===== src/rtl/frogger_pkg.sv =====
// frogger_pkg: shared BCD time types, default best time and tracker FSM states
package frogger_pkg;
   typedef logic [3:0] bcd_digit_t;
   localparam int TIME_DIGITS = 6;
   localparam logic [23:0] DEFAULT_BEST = 24'h595959;
   typedef enum logic [1:0] {IDLE, COMPARE, UPDATE} bt_state_t;
   // index 0 is hr_10s (most significant), 5 is sec_1s
   function automatic bcd_digit_t digit_sel(input logic [23:0] t, input logic [2:0] i);
      return bcd_digit_t'(t >> (5'd20 - {i, 2'b00}));
   endfunction
endpackage


===== src/rtl/bcd_digit_cmp.sv =====
// bcd_digit_cmp: compares one candidate BCD digit against a reference digit
module bcd_digit_cmp (
   input  logic [3:0] a,
   input  logic [3:0] b,
   output logic       lt,
   output logic       gt,
   output logic       eq,
   output logic       invalid
);
   assign invalid = a > 4'd9;
   assign lt = !invalid && a < b;
   assign gt = !invalid && a > b;
   assign eq = !invalid && a == b;
endmodule


===== src/rtl/best_time_tracker.sv =====
// best_time_tracker: snapshots the elapsed time on each win and keeps the fastest, one BCD digit compared per cycle.
// Define BEST_CLEAR_EN to add a clear_best input that restores INIT_BEST and aborts any compare in flight.
module best_time_tracker
   import frogger_pkg::*;
#(
   parameter logic [23:0] INIT_BEST  = DEFAULT_BEST,
   parameter int          NUM_DIGITS = TIME_DIGITS
) (
   input  logic        clk_100MHz,
   input  logic        reset,
   input  logic        is_win,
   input  logic [23:0] cur_time,
`ifdef BEST_CLEAR_EN
   input  logic        clear_best,
`endif
   output logic [23:0] best_time,
   output logic        new_record,
   output logic        busy
);
   bt_state_t state, state_nx;
   logic win_q, win_rise, clr, last, lt, gt, eq, invalid, load_snap, step_idx, do_update;
   logic [23:0] snapshot;
   logic [2:0] idx;
   logic [3:0] snap_d, best_d;
`ifdef BEST_CLEAR_EN
   assign clr = clear_best;
`else
   assign clr = 1'b0;
`endif
   assign win_rise = is_win & ~win_q;
   assign last = idx == 3'(NUM_DIGITS - 1);
   assign snap_d = digit_sel(snapshot, idx);
   assign best_d = digit_sel(best_time, idx);

   bcd_digit_cmp u_cmp (
      .a       (snap_d),
      .b       (best_d),
      .lt      (lt),
      .gt      (gt),
      .eq      (eq),
      .invalid (invalid)
   );

   always_ff @(posedge clk_100MHz or negedge reset)
      if (!reset) state <= IDLE;
      else state <= state_nx;

   always_comb begin
      state_nx = state;
      if (clr) state_nx = IDLE;
      else
         case (state)
            IDLE:    state_nx = win_rise ? COMPARE : IDLE;
            COMPARE: state_nx = lt ? UPDATE : (invalid || gt || last) ? IDLE : COMPARE;
            default: state_nx = IDLE;
         endcase
   end

   always_comb begin
      load_snap = state == IDLE && win_rise && !clr;
      step_idx = state == COMPARE && eq && !last;
      do_update = state == UPDATE && !clr;
   end

   // equal times fall through to IDLE on the last digit, so only strictly faster times reach UPDATE
   always_ff @(posedge clk_100MHz or negedge reset)
      if (!reset) begin
         best_time <= INIT_BEST;
         new_record <= 1'b0;
         busy <= 1'b0;
         win_q <= 1'b0;
         snapshot <= '0;
         idx <= '0;
      end else begin
         win_q <= is_win;
         busy <= state_nx != IDLE;
         new_record <= do_update;
         if (load_snap) snapshot <= cur_time;
         idx <= load_snap ? 3'd0 : step_idx ? idx + 3'd1 : idx;
         if (clr) best_time <= INIT_BEST;
         else if (do_update) best_time <= snapshot;
      end
endmodule


===== config.mk =====
export PLATFORM = sky130hd
export DESIGN_NAME = best_time_tracker
export DESIGN_NICKNAME = d
export VERILOG_FILES = /design/src/rtl/frogger_pkg.sv /design/src/rtl/bcd_digit_cmp.sv /design/src/rtl/best_time_tracker.sv
export SDC_FILE = /design/constraint.sdc
export NUM_CORES = 1
export LEC_CHECK = 0
export ABC_AREA = 1
export CORE_MARGIN = 2
export CORE_UTILIZATION = 46
export DETAILED_ROUTE_END_ITERATION = 6
export GPL_TIMING_DRIVEN = 0
export PLACE_DENSITY_LB_ADDON = 0.25
export SLEW_MARGIN = 10
export SYNTH_ARGS = -nofsm -noshare
export SYNTH_HDL_FRONTEND = slang
export SYNTH_SLANG_ARGS = --single-unit

===== constraint.sdc =====
create_clock -name clk_100MHz -period 2.2 [get_ports clk_100MHz]
set_clock_uncertainty 0.1 [all_clocks]
set_input_delay 0.44 -clock clk_100MHz [delete_from_list [all_inputs] [get_ports clk_100MHz]]
set_output_delay 0.44 -clock clk_100MHz [all_outputs]
set_load 0.005 [all_outputs]

==> metrics.txt, run 1 <==
# TYPE chip_impl_metric gauge
chip_impl_metric{name="routed_wirelength",unit="mm"} 7.43
chip_impl_info{name="global_route.peak_usage_layer",value="met2"} 1
chip_impl_info{name="outcome",value="finished, violations left"} 1
chip_impl_metric{name="worst-endpoint-arrival",unit="ps"} 2570
chip_impl_metric{name="min_period",unit="ps"} 2430
chip_impl_metric{name="cell_area_synth",unit="mm2"} 0.00265
chip_impl_metric{name="use_met3",unit="%"} 4.30
chip_impl_metric{name="synth_cell_type_count",unit=""} 29
chip_impl_metric{name="global_route.usage.met2",unit="%"} 37.6
chip_impl_metric{name="worst_slew_pin_tran",unit="ps"} 627
chip_impl_metric{name="die_area",unit="mm2"} 0.00638
chip_impl_metric{name="layout.filler_cells",unit=""} 452
chip_impl_metric{name="clkTransAtPathRegs",unit="ps"} 90
chip_impl_metric{name="vias_per_cell",unit=""} 5.45
chip_impl_info{name="failed_checks",value="setup timing"} 1
chip_impl_metric{name="total_power",unit="mW"} 3.99
chip_impl_metric{name="layout-area-overhead-vs-synth",unit="%"} 40.8
chip_impl_metric{name="power.static_leakage",unit="nW"} 1.70
chip_impl_metric{name="gp_congestion",unit=""} 0.913
chip_impl_metric{name="synth-seq-cells",unit=""} 56
chip_impl_metric{name="report.final.hold_viol_count",unit=""} 0
chip_impl_metric{name="layout_setup_ws",unit="ps"} -233
chip_impl_info{name="cp_class",value="flop to flop"} 1
chip_impl_metric{name="synth_nets",unit=""} 339
chip_impl_metric{name="core",unit="mm2"} 0.00554
chip_impl_info{name="layout_commonest_cell",value="sky130_fd_sc_hd__nand2_1"} 1
chip_impl_metric{name="final_cell_area",unit="mm2"} 0.00373
chip_impl_metric{name="yosysWarnings",unit=""} 0
chip_impl_metric{name="grt_usage",unit="%"} 23.4
chip_impl_metric{name="fin_crit_sh",unit="%"} 111
chip_impl_metric{name="drt_pre_antenna_iters",unit=""} 6
chip_impl_metric{name="worstSkewPairLatency",unit="ps"} 300
chip_impl_metric{name="drv.max_cap_violation_count",unit=""} 0
chip_impl_metric{name="initial_core_util",unit="%"} 47.8
chip_impl_metric{name="drt_drc_violations_left",unit=""} 0
chip_impl_metric{name="dieHeight",unit="um"} 79.9
chip_impl_metric{name="postLayoutCoreUtil",unit="%"} 67.3
chip_impl_metric{name="tritoncts_buffers",unit=""} 5
chip_impl_metric{name="design.final.nets",unit=""} 418
chip_impl_metric{name="cts_num_sinks",unit=""} 56
chip_impl_info{name="critical_path.endpoint_type",value="flop"} 1
chip_impl_metric{name="cts-root-to-sink-buffers",unit=""} 2
chip_impl_metric{name="final_layout_size_suffix_gt1_share",unit="%"} 24.1
chip_impl_metric{name="worst-r2r-setup-slack",unit="ps"} -230
chip_impl_metric{name="synth_sequential_area_ratio",unit="%"} 53.5
chip_impl_metric{name="io_buffers",unit=""} 52
chip_impl_info{name="critPathLaunchType",value="flop"} 1
chip_impl_metric{name="antenna_cells_inserted",unit=""} 0
chip_impl_metric{name="drt-wirelength-per-cell",unit="um"} 16.2
chip_impl_info{name="min_path_type",value="input port to asynchronous set/reset pin"} 1
chip_impl_metric{name="timing.critical_path.fanout_max",unit=""} 10
chip_impl_metric{name="fp.dieW",unit="um"} 79.9
chip_impl_info{name="clk_root_buffer_cell",value="sky130_fd_sc_hd__clkbuf_8"} 1
chip_impl_info{name="most-common-layout-cells",value="sky130_fd_sc_hd__nand2_1, sky130_fd_sc_hd__clkdlybuf4s50_1, sky130_fd_sc_hd__dfrtp_1"} 1
chip_impl_info{name="tritoncts_clock_tree",value="yes"} 1
chip_impl_metric{name="syn_avg_cell_area",unit="um2"} 8.66
chip_impl_metric{name="critical_path_required",unit="ps"} 2340
chip_impl_metric{name="antenna_left",unit=""} 0
chip_impl_metric{name="report.final.slew_viol_count",unit=""} 0
chip_impl_metric{name="detailed_place_hpwl",unit="mm"} 4.79
chip_impl_metric{name="maxClockFrequency",unit="MHz"} 411
chip_impl_metric{name="worst_rel_slew_slack",unit="%"} 58.2
chip_impl_metric{name="pwr_density_cell",unit="mW/mm2"} 1070
chip_impl_metric{name="global_route_wire_length_before_repair",unit="mm"} 11.5
chip_impl_metric{name="gr-usage-met1",unit="%"} 31.3
chip_impl_metric{name="grt_start_max_net_pins",unit=""} 31
chip_impl_metric{name="first_global_vias",unit=""} 2359
chip_impl_metric{name="placementRows",unit=""} 27
chip_impl_metric{name="globalRouteOverflowTotal",unit=""} 0
chip_impl_metric{name="postSynthCellCount",unit=""} 306
chip_impl_metric{name="pin_count",unit=""} 53
chip_impl_metric{name="placement.cell_area",unit="mm2"} 0.00328
chip_impl_metric{name="routed-via-count",unit=""} 2496
chip_impl_metric{name="drtIter0Drc",unit=""} 207
chip_impl_info{name="grt_setup_unrepaired",value="true"} 1
chip_impl_metric{name="ctsHtreeMaxLevel",unit=""} 2
chip_impl_metric{name="pre_cts_ws",unit="ps"} -389
chip_impl_metric{name="vdd_ir_drop_max",unit="mV"} 0.613
chip_impl_metric{name="timing.final.setup_violations",unit=""} 5
chip_impl_metric{name="grt_antenna_before_repair",unit=""} 0
[worst paths after layout]
path | startpoint | to | cells past startpoint
max in group asynchronous | reset | best_time[14]$_DFFE_PN1P_ | 2
setup / recovery | idx[0]$_DFFE_PN0P_ | idx[1]$_DFFE_PN0P_ | 11
hold / removal | reset | snapshot[2]$_DFFE_PN0P_ | 1
setup reg to reg | idx[0]$_DFFE_PN0P_ | idx[1]$_DFFE_PN0P_ | 11
min in group clk_100MHz | best_time[20]$_DFFE_PN1P_ | best_time[20]$_DFFE_PN1P_ | 2
hold reg to reg | best_time[20]$_DFFE_PN1P_ | best_time[20]$_DFFE_PN1P_ | 2
[cell usage after synthesis]
library cell | count | area (um2)
sky130_fd_sc_hd__dfstp_2 | 12 | 315
sky130_fd_sc_hd__clkinv_1 | 1 | 3.75
sky130_fd_sc_hd__buf_2 | 8 | 40.0
sky130_fd_sc_hd__nor2_1 | 39 | 146
sky130_fd_sc_hd__o221a_2 | 2 | 22.5
sky130_fd_sc_hd__dfrtp_1 | 44 | 1100
sky130_fd_sc_hd__inv_2 | 1 | 3.75
sky130_fd_sc_hd__nand3_1 | 8 | 40.0
sky130_fd_sc_hd__nor2_2 | 6 | 37.5
sky130_fd_sc_hd__a211oi_1 | 1 | 7.51
sky130_fd_sc_hd__o221ai_1 | 1 | 8.76
sky130_fd_sc_hd__nand2_1 | 58 | 218
sky130_fd_sc_hd__xor2_1 | 1 | 8.76
sky130_fd_sc_hd__a311oi_1 | 1 | 8.76
sky130_fd_sc_hd__nand3b_1 | 3 | 22.5
sky130_fd_sc_hd__clkbuf_1 | 6 | 22.5
sky130_fd_sc_hd__nand4_1 | 3 | 18.8
sky130_fd_sc_hd__o211ai_1 | 3 | 22.5
sky130_fd_sc_hd__inv_1 | 29 | 109
sky130_fd_sc_hd__nand2_2 | 3 | 18.8
sky130_fd_sc_hd__a21oi_1 | 25 | 125
sky130_fd_sc_hd__nand3_2 | 1 | 10.0
sky130_fd_sc_hd__nor3_1 | 1 | 5.00
sky130_fd_sc_hd__o21a_1 | 2 | 15.0
sky130_fd_sc_hd__nor2_4 | 2 | 22.5
sky130_fd_sc_hd__mux2_2 | 3 | 33.8
sky130_fd_sc_hd__nand2_4 | 1 | 11.3
sky130_fd_sc_hd__ha_1 | 6 | 75.1
sky130_fd_sc_hd__o21ai_0 | 35 | 175
[worst max-delay path: stages, from the launching register on]
cell and delay [ps]:
sky130_fd_sc_hd__dfrtp_2 480, sky130_fd_sc_hd__buf_8 160, sky130_fd_sc_hd__buf_6 140, sky130_fd_sc_hd__o21ai_1 160, sky130_fd_sc_hd__nor2_1 80, sky130_fd_sc_hd__nor3_2 250, sky130_fd_sc_hd__ha_4 180, sky130_fd_sc_hd__nand4_1 140
sky130_fd_sc_hd__a211oi_4 330, sky130_fd_sc_hd__buf_4 180, sky130_fd_sc_hd__nand3b_1 90, sky130_fd_sc_hd__nand2_1 70
[what timing repair did]
item                       CTS  global route
resized for setup           41            18
cloned                       2             0
hold buffers                 0             0
pin swaps                   15            18
setup buffers               11             6
setup endpoints to repair    6             6
[where the power goes]
group / switching (mW) / internal, mW / leakage (nW)
combinational: 0.842 / 0.892 / 1.01
sequential: 0.260 / 1.43 / 0.643
clock: 0.312 / 0.258 / 0.0455
total: 1.41 / 2.57 / 1.70
[registers in the layout, indices dropped and copies added (netlist names)]
signal,count
best_time,24
idx,3
busy,1
state,2
win_q,1
snapshot,24
new_record,1
[per-stage QoR]
stage	instances	TNS (ps)	hold WS, ps
after floorplan	306	0	44.4
after global placement	430	-54230	363
after detailed placement	431	-1840	368
after CTS	452	-232	55.8
after global routing	458	-1450	78.2
final	458	-945	46.0
[metal layers]
| layer | routed length [um] | vias to the layer above | part of all wire, % |
|---|---|---|---|
| li1 | - | 1149 | - |
| met1 | 3150 | 1229 | 42 |
| met2 | 3650 | 99 | 49 |
| met3 | 455 | 19 | 6.1 |
| met4 | 172 | 0 | 2.3 |
| met5 | 0 | - | 0 |
[cell families after synthesis]
group / Yosys count / synth area share [%]
AND/OR/NAND/NOR: 125 / 20.8
AO/OA/AOI/OAI: 70 / 14.5
flip-flops: 56 / 53.5
buffers and inverters: 45 / 6.75
adder cells (fa/ha/maj): 6 / 2.83
multiplexers: 3 / 1.28
XOR/XNOR: 1 / 0.331
[final cells by class]
cell class / count / area, um2 / share of cell area [%]
plain buffers: 14 / 97.6 / 2.62
clock buffers: 8 / 90.1 / 2.42
inverters: 31 / 116 / 3.12
multi-input cells: 205 / 1210 / 32.5
flip-flops and latches: 56 / 1420 / 38.1
well taps: 72 / 90.1 / 2.42
repair buffers: 72 / 702 / 18.8
(Power assumes the default switching activity.)
==> run 2: changes to the inputs <==
CELL_PAD_IN_SITES_DETAIL_PLACEMENT = 1   (was default)
CELL_PAD_IN_SITES_GLOBAL_PLACEMENT = 2   (was default)
CORE_UTILIZATION = 27   (was 46)
==> metrics.txt, run 2 (synthesis results as in run 1) <==
# TYPE chip_impl_metric gauge
chip_impl_info{name="worst_r2r_startpoint",value="idx[2]$_DFFE_PN0P_"} 1
chip_impl_metric{name="pwr_density_cell",unit="mW/mm2"} 1060
chip_impl_metric{name="antenna_cells_inserted",unit=""} 0
chip_impl_metric{name="layout-area-overhead-vs-synth",unit="%"} 45.1
chip_impl_metric{name="die_area",unit="mm2"} 0.0106
chip_impl_info{name="clk_root_buffer_cell",value="sky130_fd_sc_hd__clkbuf_8"} 1
chip_impl_metric{name="worst_rel_slew_slack",unit="%"} 52.5
chip_impl_metric{name="worst-endpoint-arrival",unit="ps"} 2600
chip_impl_metric{name="drtIter0Drc",unit=""} 65
chip_impl_metric{name="io_buffers",unit=""} 52
chip_impl_metric{name="placementRows",unit=""} 36
chip_impl_metric{name="routed_wirelength",unit="mm"} 8.47
chip_impl_metric{name="report.final.hold_viol_count",unit=""} 0
chip_impl_metric{name="timing.final.setup_violations",unit=""} 5
chip_impl_metric{name="grt_usage",unit="%"} 16.9
chip_impl_info{name="critPathLaunchType",value="flop"} 1
chip_impl_info{name="critical_path.endpoint_type",value="flop"} 1
chip_impl_info{name="failed_checks",value="setup timing"} 1
chip_impl_info{name="most-common-layout-cells",value="sky130_fd_sc_hd__nand2_1, sky130_fd_sc_hd__clkdlybuf4s50_1, sky130_fd_sc_hd__dfrtp_1"} 1
chip_impl_metric{name="fp.dieW",unit="um"} 103
chip_impl_metric{name="initial_core_util",unit="%"} 27.5
chip_impl_metric{name="first_global_vias",unit=""} 2522
chip_impl_metric{name="worstSkewPairLatency",unit="ps"} 310
chip_impl_metric{name="layout.filler_cells",unit=""} 1146
chip_impl_info{name="layout_commonest_cell",value="sky130_fd_sc_hd__nand2_1"} 1
chip_impl_metric{name="cts-root-to-sink-buffers",unit=""} 2
chip_impl_metric{name="routed-via-count",unit=""} 2388
chip_impl_metric{name="dp_cells",unit=""} 491
chip_impl_info{name="cp_class",value="flop to flop"} 1
chip_impl_metric{name="drt-wirelength-per-cell",unit="um"} 16.3
chip_impl_metric{name="vias_per_cell",unit=""} 4.60
chip_impl_metric{name="cts_num_sinks",unit=""} 56
chip_impl_info{name="largestRegisters",value="best_time (24), snapshot (24), idx (3)"} 1
chip_impl_metric{name="critical_path_required",unit="ps"} 2350
chip_impl_metric{name="report.final.slew_viol_count",unit=""} 0
chip_impl_metric{name="finalHoldWorstSlack",unit="ps"} 62.5
chip_impl_metric{name="ctsHtreeMaxLevel",unit=""} 2
chip_impl_info{name="tritoncts_clock_tree",value="yes"} 1
chip_impl_metric{name="grt_start_max_net_pins",unit=""} 57
chip_impl_metric{name="final_layout_size_suffix_gt1_share",unit="%"} 26.2
chip_impl_metric{name="timing.critical_path.fanout_max",unit=""} 7
chip_impl_info{name="crit_path_launch",value="idx[2]$_DFFE_PN0P_"} 1
chip_impl_info{name="min_path_type",value="input port to asynchronous set/reset pin"} 1
chip_impl_info{name="grt_setup_unrepaired",value="true"} 1
chip_impl_metric{name="tritoncts_buffers",unit=""} 5
chip_impl_metric{name="fin_cells",unit=""} 519
chip_impl_metric{name="antenna_left",unit=""} 0
chip_impl_metric{name="fin_crit_sh",unit="%"} 112
chip_impl_metric{name="worst_slew_pin_tran",unit="ps"} 713
chip_impl_metric{name="vdd_ir_drop_max",unit="mV"} 0.341
chip_impl_metric{name="layout_setup_ws",unit="ps"} -254
chip_impl_metric{name="pin_count",unit=""} 53
chip_impl_metric{name="maxClockFrequency",unit="MHz"} 407
chip_impl_info{name="outcome",value="finished, violations left"} 1
chip_impl_metric{name="gp_congestion",unit=""} 0.800
chip_impl_metric{name="global_route_wire_length_before_repair",unit="mm"} 13.4
chip_impl_metric{name="grt_antenna_before_repair",unit=""} 0
chip_impl_metric{name="drt_drc_violations_left",unit=""} 0
chip_impl_metric{name="detailed_place_hpwl",unit="mm"} 5.92
chip_impl_metric{name="power.static_leakage",unit="nW"} 1.72
chip_impl_metric{name="sequential_cell_area",unit="mm2"} 0.00142
chip_impl_metric{name="design.final.nets",unit=""} 418
chip_impl_metric{name="drv.max_cap_violation_count",unit=""} 0
chip_impl_metric{name="reg2regPathDepth",unit=""} 9
chip_impl_metric{name="multiInputGateArea",unit="mm2"} 0.00123
chip_impl_metric{name="core",unit="mm2"} 0.00964
chip_impl_metric{name="min_period",unit="ps"} 2450
chip_impl_metric{name="dieHeight",unit="um"} 103
chip_impl_metric{name="clkTransAtPathRegs",unit="ps"} 100
chip_impl_metric{name="globalRouteOverflowTotal",unit=""} 0
chip_impl_metric{name="drt_pre_antenna_iters",unit=""} 4
[run 2: changes by cell type in the layout (fill, tap and decap cells not counted), sizes merged]
cell and delta:
clkbuf -2, clkinv +2
[run 2: repair_timing]
action / 4_1_cts / 5_1_grt
buffers inserted: 9 / 7
hold buffers: 0 / 0
resized for setup: 37 / 28
cloned: 2 / 2
endpoints found under the setup margin: 6 / 6
pin swaps: 17 / 18
[run 2: worst max-delay path: stages, from the launching register on]
cell and delay, ps:
sky130_fd_sc_hd__dfrtp_2 480, sky130_fd_sc_hd__nor2_4 210, sky130_fd_sc_hd__o21ai_0 160, sky130_fd_sc_hd__o221a_4 300, sky130_fd_sc_hd__ha_4 270, sky130_fd_sc_hd__nand4_1 180
sky130_fd_sc_hd__a211oi_4 350, sky130_fd_sc_hd__buf_4 180, sky130_fd_sc_hd__nand3b_1 80, sky130_fd_sc_hd__nand2_1 80
[run 2: cell type report]
cell class | instances | share of cell area [%]
multi-input combinational | 205 | 31.9
buffer | 14 | 2.73
inverter | 31 | 3.09
clock buffer | 6 | 2.15
clock inverter | 2 | 0.260
sequential | 56 | 36.9
tap | 133 | 4.33
timing repair buffer | 72 | 18.6
[run 2: path summary, 6_finish.rpt]
path | end | slack, ps
worst max-delay path | idx[1]$_DFFE_PN0P_ | -250
worst min-delay path | snapshot[2]$_DFFE_PN0P_ | 60
worst max register to register | idx[1]$_DFFE_PN0P_ | -250
worst min register to register | best_time[14]$_DFFE_PN1P_ | 380
max in group asynchronous | idx[2]$_DFFE_PN0P_ | 1410
min in group clk_100MHz | best_time[14]$_DFFE_PN1P_ | 380
[run 2: stage by stage]
| stage | power, mW | cell area [um2] | util, % | TNS, ps | setup WS (ps) |
|---|---|---|---|---|---|
| after floorplan | 2.35 | 2660 | - | 0 | 20.1 |
| after global placement | 3.10 | 3350 | 34.7 | -63120 | -1210 |
| after detailed placement | 3.13 | 3340 | 34.7 | -3190 | -606 |
| after CTS | 3.94 | 3660 | 38.0 | -638 | -157 |
| after global routing | 4.39 | 3840 | 39.9 | -1870 | -398 |
| final | 4.06 | 3840 | 39.9 | -1060 | -254 |
[run 2: layer usage]
metal | up-vias | GRT usage, % | part of all wire [%]
li1 | 1151 | - | -
met1 | 1194 | 23.2 | 47
met2 | 35 | 28.0 | 50
met3 | 8 | 2.58 | 2.7
met4 | 0 | 3.95 | 1.2
met5 | - | 0 | 0
[run 2: where the power goes]
group          total, mW  internal (mW)  switching [mW]
clock network      0.595          0.253           0.343
registers           1.69           1.42           0.267
logic               1.77          0.928           0.844
==> run 3: changes to the inputs <==
SETUP_SLACK_MARGIN = 0.5   (was default)
==> metrics.txt, run 3 (synthesis results as in run 1) <==
# TYPE chip_impl_metric gauge
chip_impl_info{name="crit_path_launch",value="idx[0]$_DFFE_PN0P_"} 1
chip_impl_metric{name="power.static_leakage",unit="nW"} 1.91
chip_impl_metric{name="core",unit="mm2"} 0.00964
chip_impl_info{name="layout_commonest_cell",value="sky130_fd_sc_hd__nand2_1"} 1
chip_impl_metric{name="crit_path_max_incr_delay",unit="ps"} 480
chip_impl_info{name="largestRegisters",value="best_time (24), snapshot (24), idx (3)"} 1
chip_impl_metric{name="reg2regPathDepth",unit=""} 12
chip_impl_metric{name="global_route_wire_length_before_repair",unit="mm"} 13.3
chip_impl_info{name="grt_setup_unrepaired",value="true"} 1
chip_impl_metric{name="path_depth",unit=""} 12
chip_impl_metric{name="report.final.hold_viol_count",unit=""} 0
chip_impl_metric{name="gp_congestion",unit=""} 0.752
chip_impl_metric{name="layout-area-overhead-vs-synth",unit="%"} 49.4
chip_impl_metric{name="vdd_ir_drop_max",unit="mV"} 0.342
chip_impl_metric{name="grt_start_max_net_pins",unit=""} 57
chip_impl_metric{name="antenna_left",unit=""} 0
chip_impl_metric{name="gr-usage-met1",unit="%"} 23.2
chip_impl_info{name="most-common-layout-cells",value="sky130_fd_sc_hd__nand2_1, sky130_fd_sc_hd__dfrtp_1, sky130_fd_sc_hd__nor2_1"} 1
chip_impl_metric{name="drt_drc_violations_left",unit=""} 0
chip_impl_metric{name="io_buffers",unit=""} 52
chip_impl_info{name="worst_setup_path_endpoint",value="idx[0]$_DFFE_PN0P_"} 1
chip_impl_metric{name="dieHeight",unit="um"} 103
chip_impl_metric{name="sequential_cell_area",unit="mm2"} 0.00142
chip_impl_metric{name="worst_path_buffer_plus_inverter_count",unit=""} 4
chip_impl_metric{name="pin_count",unit=""} 53
chip_impl_info{name="cpMaxStageDelayCell",value="sky130_fd_sc_hd__dfrtp_2"} 1
chip_impl_metric{name="routed_wirelength",unit="mm"} 8.55
chip_impl_metric{name="layout_setup_ws",unit="ps"} -166
chip_impl_metric{name="timing.final.setup_violations",unit=""} 5
chip_impl_info{name="crit_family",value="compound AO/OA/AOI/OAI gates"} 1
chip_impl_metric{name="tritoncts_buffers",unit=""} 5
chip_impl_info{name="tritoncts_clock_tree",value="yes"} 1
chip_impl_info{name="cp_class",value="flop to flop"} 1
chip_impl_metric{name="final_cell_area",unit="mm2"} 0.00396
chip_impl_metric{name="drtIter0Drc",unit=""} 73
chip_impl_info{name="path_cells",value="inv_4, buf_8, buf_4, o21ai_2, a21oi_2, a311oi_2, ha_1, nand4_1, a211oi_4, buf_4, nand4_1, nand2_1"} 1
chip_impl_metric{name="final_layout_size_suffix_gt1_share",unit="%"} 31.2
chip_impl_metric{name="critical_path_required",unit="ps"} 2350
chip_impl_info{name="outcome",value="finished, violations left"} 1
chip_impl_metric{name="min_period",unit="ps"} 2370
chip_impl_metric{name="worst-r2r-setup-slack",unit="ps"} -170
chip_impl_info{name="clk_root_buffer_cell",value="sky130_fd_sc_hd__clkbuf_8"} 1
chip_impl_metric{name="global_route.usage.met2",unit="%"} 27.6
chip_impl_metric{name="design.final.nets",unit=""} 439
chip_impl_metric{name="layout.filler_cells",unit=""} 1157
chip_impl_metric{name="worst_slew_pin_tran",unit="ps"} 738
chip_impl_metric{name="pwr_density_cell",unit="mW/mm2"} 1080
chip_impl_metric{name="worst-endpoint-arrival",unit="ps"} 2520
chip_impl_metric{name="multiInputGateArea",unit="mm2"} 0.00117
chip_impl_metric{name="fp.dieW",unit="um"} 103
chip_impl_metric{name="vias_per_cell",unit=""} 4.56
chip_impl_metric{name="globalRouteOverflowTotal",unit=""} 0
chip_impl_info{name="global_route.peak_usage_layer",value="met2"} 1
chip_impl_info{name="failed_checks",value="setup timing"} 1
chip_impl_metric{name="antenna_cells_inserted",unit=""} 0
chip_impl_metric{name="placement.cell_area",unit="mm2"} 0.00339
chip_impl_info{name="min_path_type",value="input port to asynchronous set/reset pin"} 1
chip_impl_metric{name="finalHoldWorstSlack",unit="ps"} 64.2
chip_impl_info{name="critical_path.endpoint_type",value="flop"} 1
chip_impl_metric{name="drt-wirelength-per-cell",unit="um"} 15.8
chip_impl_metric{name="grt_usage",unit="%"} 16.7
chip_impl_metric{name="fin_crit_sh",unit="%"} 108
chip_impl_metric{name="timing.critical_path.fanout_max",unit=""} 6
chip_impl_metric{name="initial_core_util",unit="%"} 27.5
chip_impl_metric{name="placementRows",unit=""} 36
chip_impl_metric{name="use_met3",unit="%"} 2.64
chip_impl_info{name="reg_to_reg_endpoint",value="idx[0]$_DFFE_PN0P_"} 1
chip_impl_metric{name="ctsHtreeMaxLevel",unit=""} 2
chip_impl_metric{name="detailed_place_hpwl",unit="mm"} 5.91
chip_impl_info{name="worst_r2r_startpoint",value="idx[0]$_DFFE_PN0P_"} 1
chip_impl_metric{name="worst_rel_slew_slack",unit="%"} 50.8
chip_impl_metric{name="clkTransAtPathRegs",unit="ps"} 100
chip_impl_metric{name="report.final.slew_viol_count",unit=""} 0
chip_impl_info{name="critPathLaunchType",value="flop"} 1
chip_impl_metric{name="maxClockFrequency",unit="MHz"} 423
chip_impl_metric{name="worstSkewPairLatency",unit="ps"} 320
chip_impl_metric{name="first_global_vias",unit=""} 2555
chip_impl_metric{name="drv.max_cap_violation_count",unit=""} 0
chip_impl_metric{name="grt_antenna_before_repair",unit=""} 0
chip_impl_metric{name="routed-via-count",unit=""} 2463
chip_impl_metric{name="cts-root-to-sink-buffers",unit=""} 2
chip_impl_metric{name="die_area",unit="mm2"} 0.0106
chip_impl_metric{name="cts_num_sinks",unit=""} 56
chip_impl_metric{name="drt_pre_antenna_iters",unit=""} 6
[run 3: changes by cell type in the layout (fill, tap and decap cells not counted), moves of 3 or more]
cell / delta
sky130_fd_sc_hd__nor2_1: +4
sky130_fd_sc_hd__buf_4: +16
sky130_fd_sc_hd__buf_6: +9
sky130_fd_sc_hd__nor2_2: -3
sky130_fd_sc_hd__clkbuf_2: +7
sky130_fd_sc_hd__clkbuf_1: -5
sky130_fd_sc_hd__clkdlybuf4s50_1: -26
sky130_fd_sc_hd__dlygate4sd2_1: +15
[run 3: how the worst min path moves through the flow]
| stage | depth (start not counted) | endpoint |
|---|---|---|
| global route | 1 | snapshot[5]$_DFFE_PN0P_ |
| CTS | 1 | best_time[9]$_DFFE_PN0P_ |
| finish | 1 | snapshot[5]$_DFFE_PN0P_ |
| global placement | 2 | best_time[14]$_DFFE_PN1P_ |
| floorplan | 0 | best_time[10]$_DFFE_PN0P_ |
| detailed placement | 2 | best_time[14]$_DFFE_PN1P_ |
[run 3: routing by layer]
layer | wire (um) | up-vias
li1 | - | 1190
met1 | 4040 | 1231
met2 | 4200 | 36
met3 | 239 | 6
met4 | 80 | 0
met5 | 0 | -
[run 3: through the flow]
step	power (mW)	cells	util, %	worst slack, ps	TNS (ps)
6_report	4.27	540	41.1	-166	-632
2_1_floorplan	2.40	306	-	84.8	0
3_5_place_dp	3.20	491	35.2	-464	-2250
4_1_cts	4.07	530	38.9	-142	-515
3_3_place_gp	3.16	491	35.2	-1470	-64980
5_1_grt	4.61	540	41.1	-317	-1300
[run 3: what timing repair did]
item                       in CTS  in global routing
hold buffers                    0                  0
gates resized for setup        61                 45
hold endpoints to repair        0                  0
setup buffers                  31                  8
cloned                          0                  2
setup endpoints to repair      63                 50
pin swaps                       5                  8
[run 3: worst register-to-register path, stage by stage, from the launching register on]
cell	delay [ps]
sky130_fd_sc_hd__dfrtp_2	480
sky130_fd_sc_hd__inv_4	70
sky130_fd_sc_hd__buf_8	140
sky130_fd_sc_hd__buf_4	130
sky130_fd_sc_hd__o21ai_2	150
sky130_fd_sc_hd__a21oi_2	50
sky130_fd_sc_hd__a311oi_2	240
sky130_fd_sc_hd__ha_1	180
sky130_fd_sc_hd__nand4_1	160
sky130_fd_sc_hd__a211oi_4	280
sky130_fd_sc_hd__buf_4	170
sky130_fd_sc_hd__nand4_1	90
sky130_fd_sc_hd__nand2_1	70
[run 3: area by class of cell]
type,count,area share (%)
Tap cell,133,4.20
Buffer,14,2.97
Clock inverter,3,1.07
Sequential cell,56,35.9
Timing Repair Buffer,93,21.5
Clock buffer,5,1.74
Multi-Input combinational cell,205,29.6
Inverter,31,3.04
[run 3: where the power goes]
group / switching (mW) / total (mW) / internal [mW] / leakage (nW)
clock network: 0.356 / 0.694 / 0.338 / 0.0541
logic: 0.923 / 1.93 / 1.00 / 1.22
registers: 0.224 / 1.65 / 1.42 / 0.643
total: 1.50 / 4.27 / 2.76 / 1.91
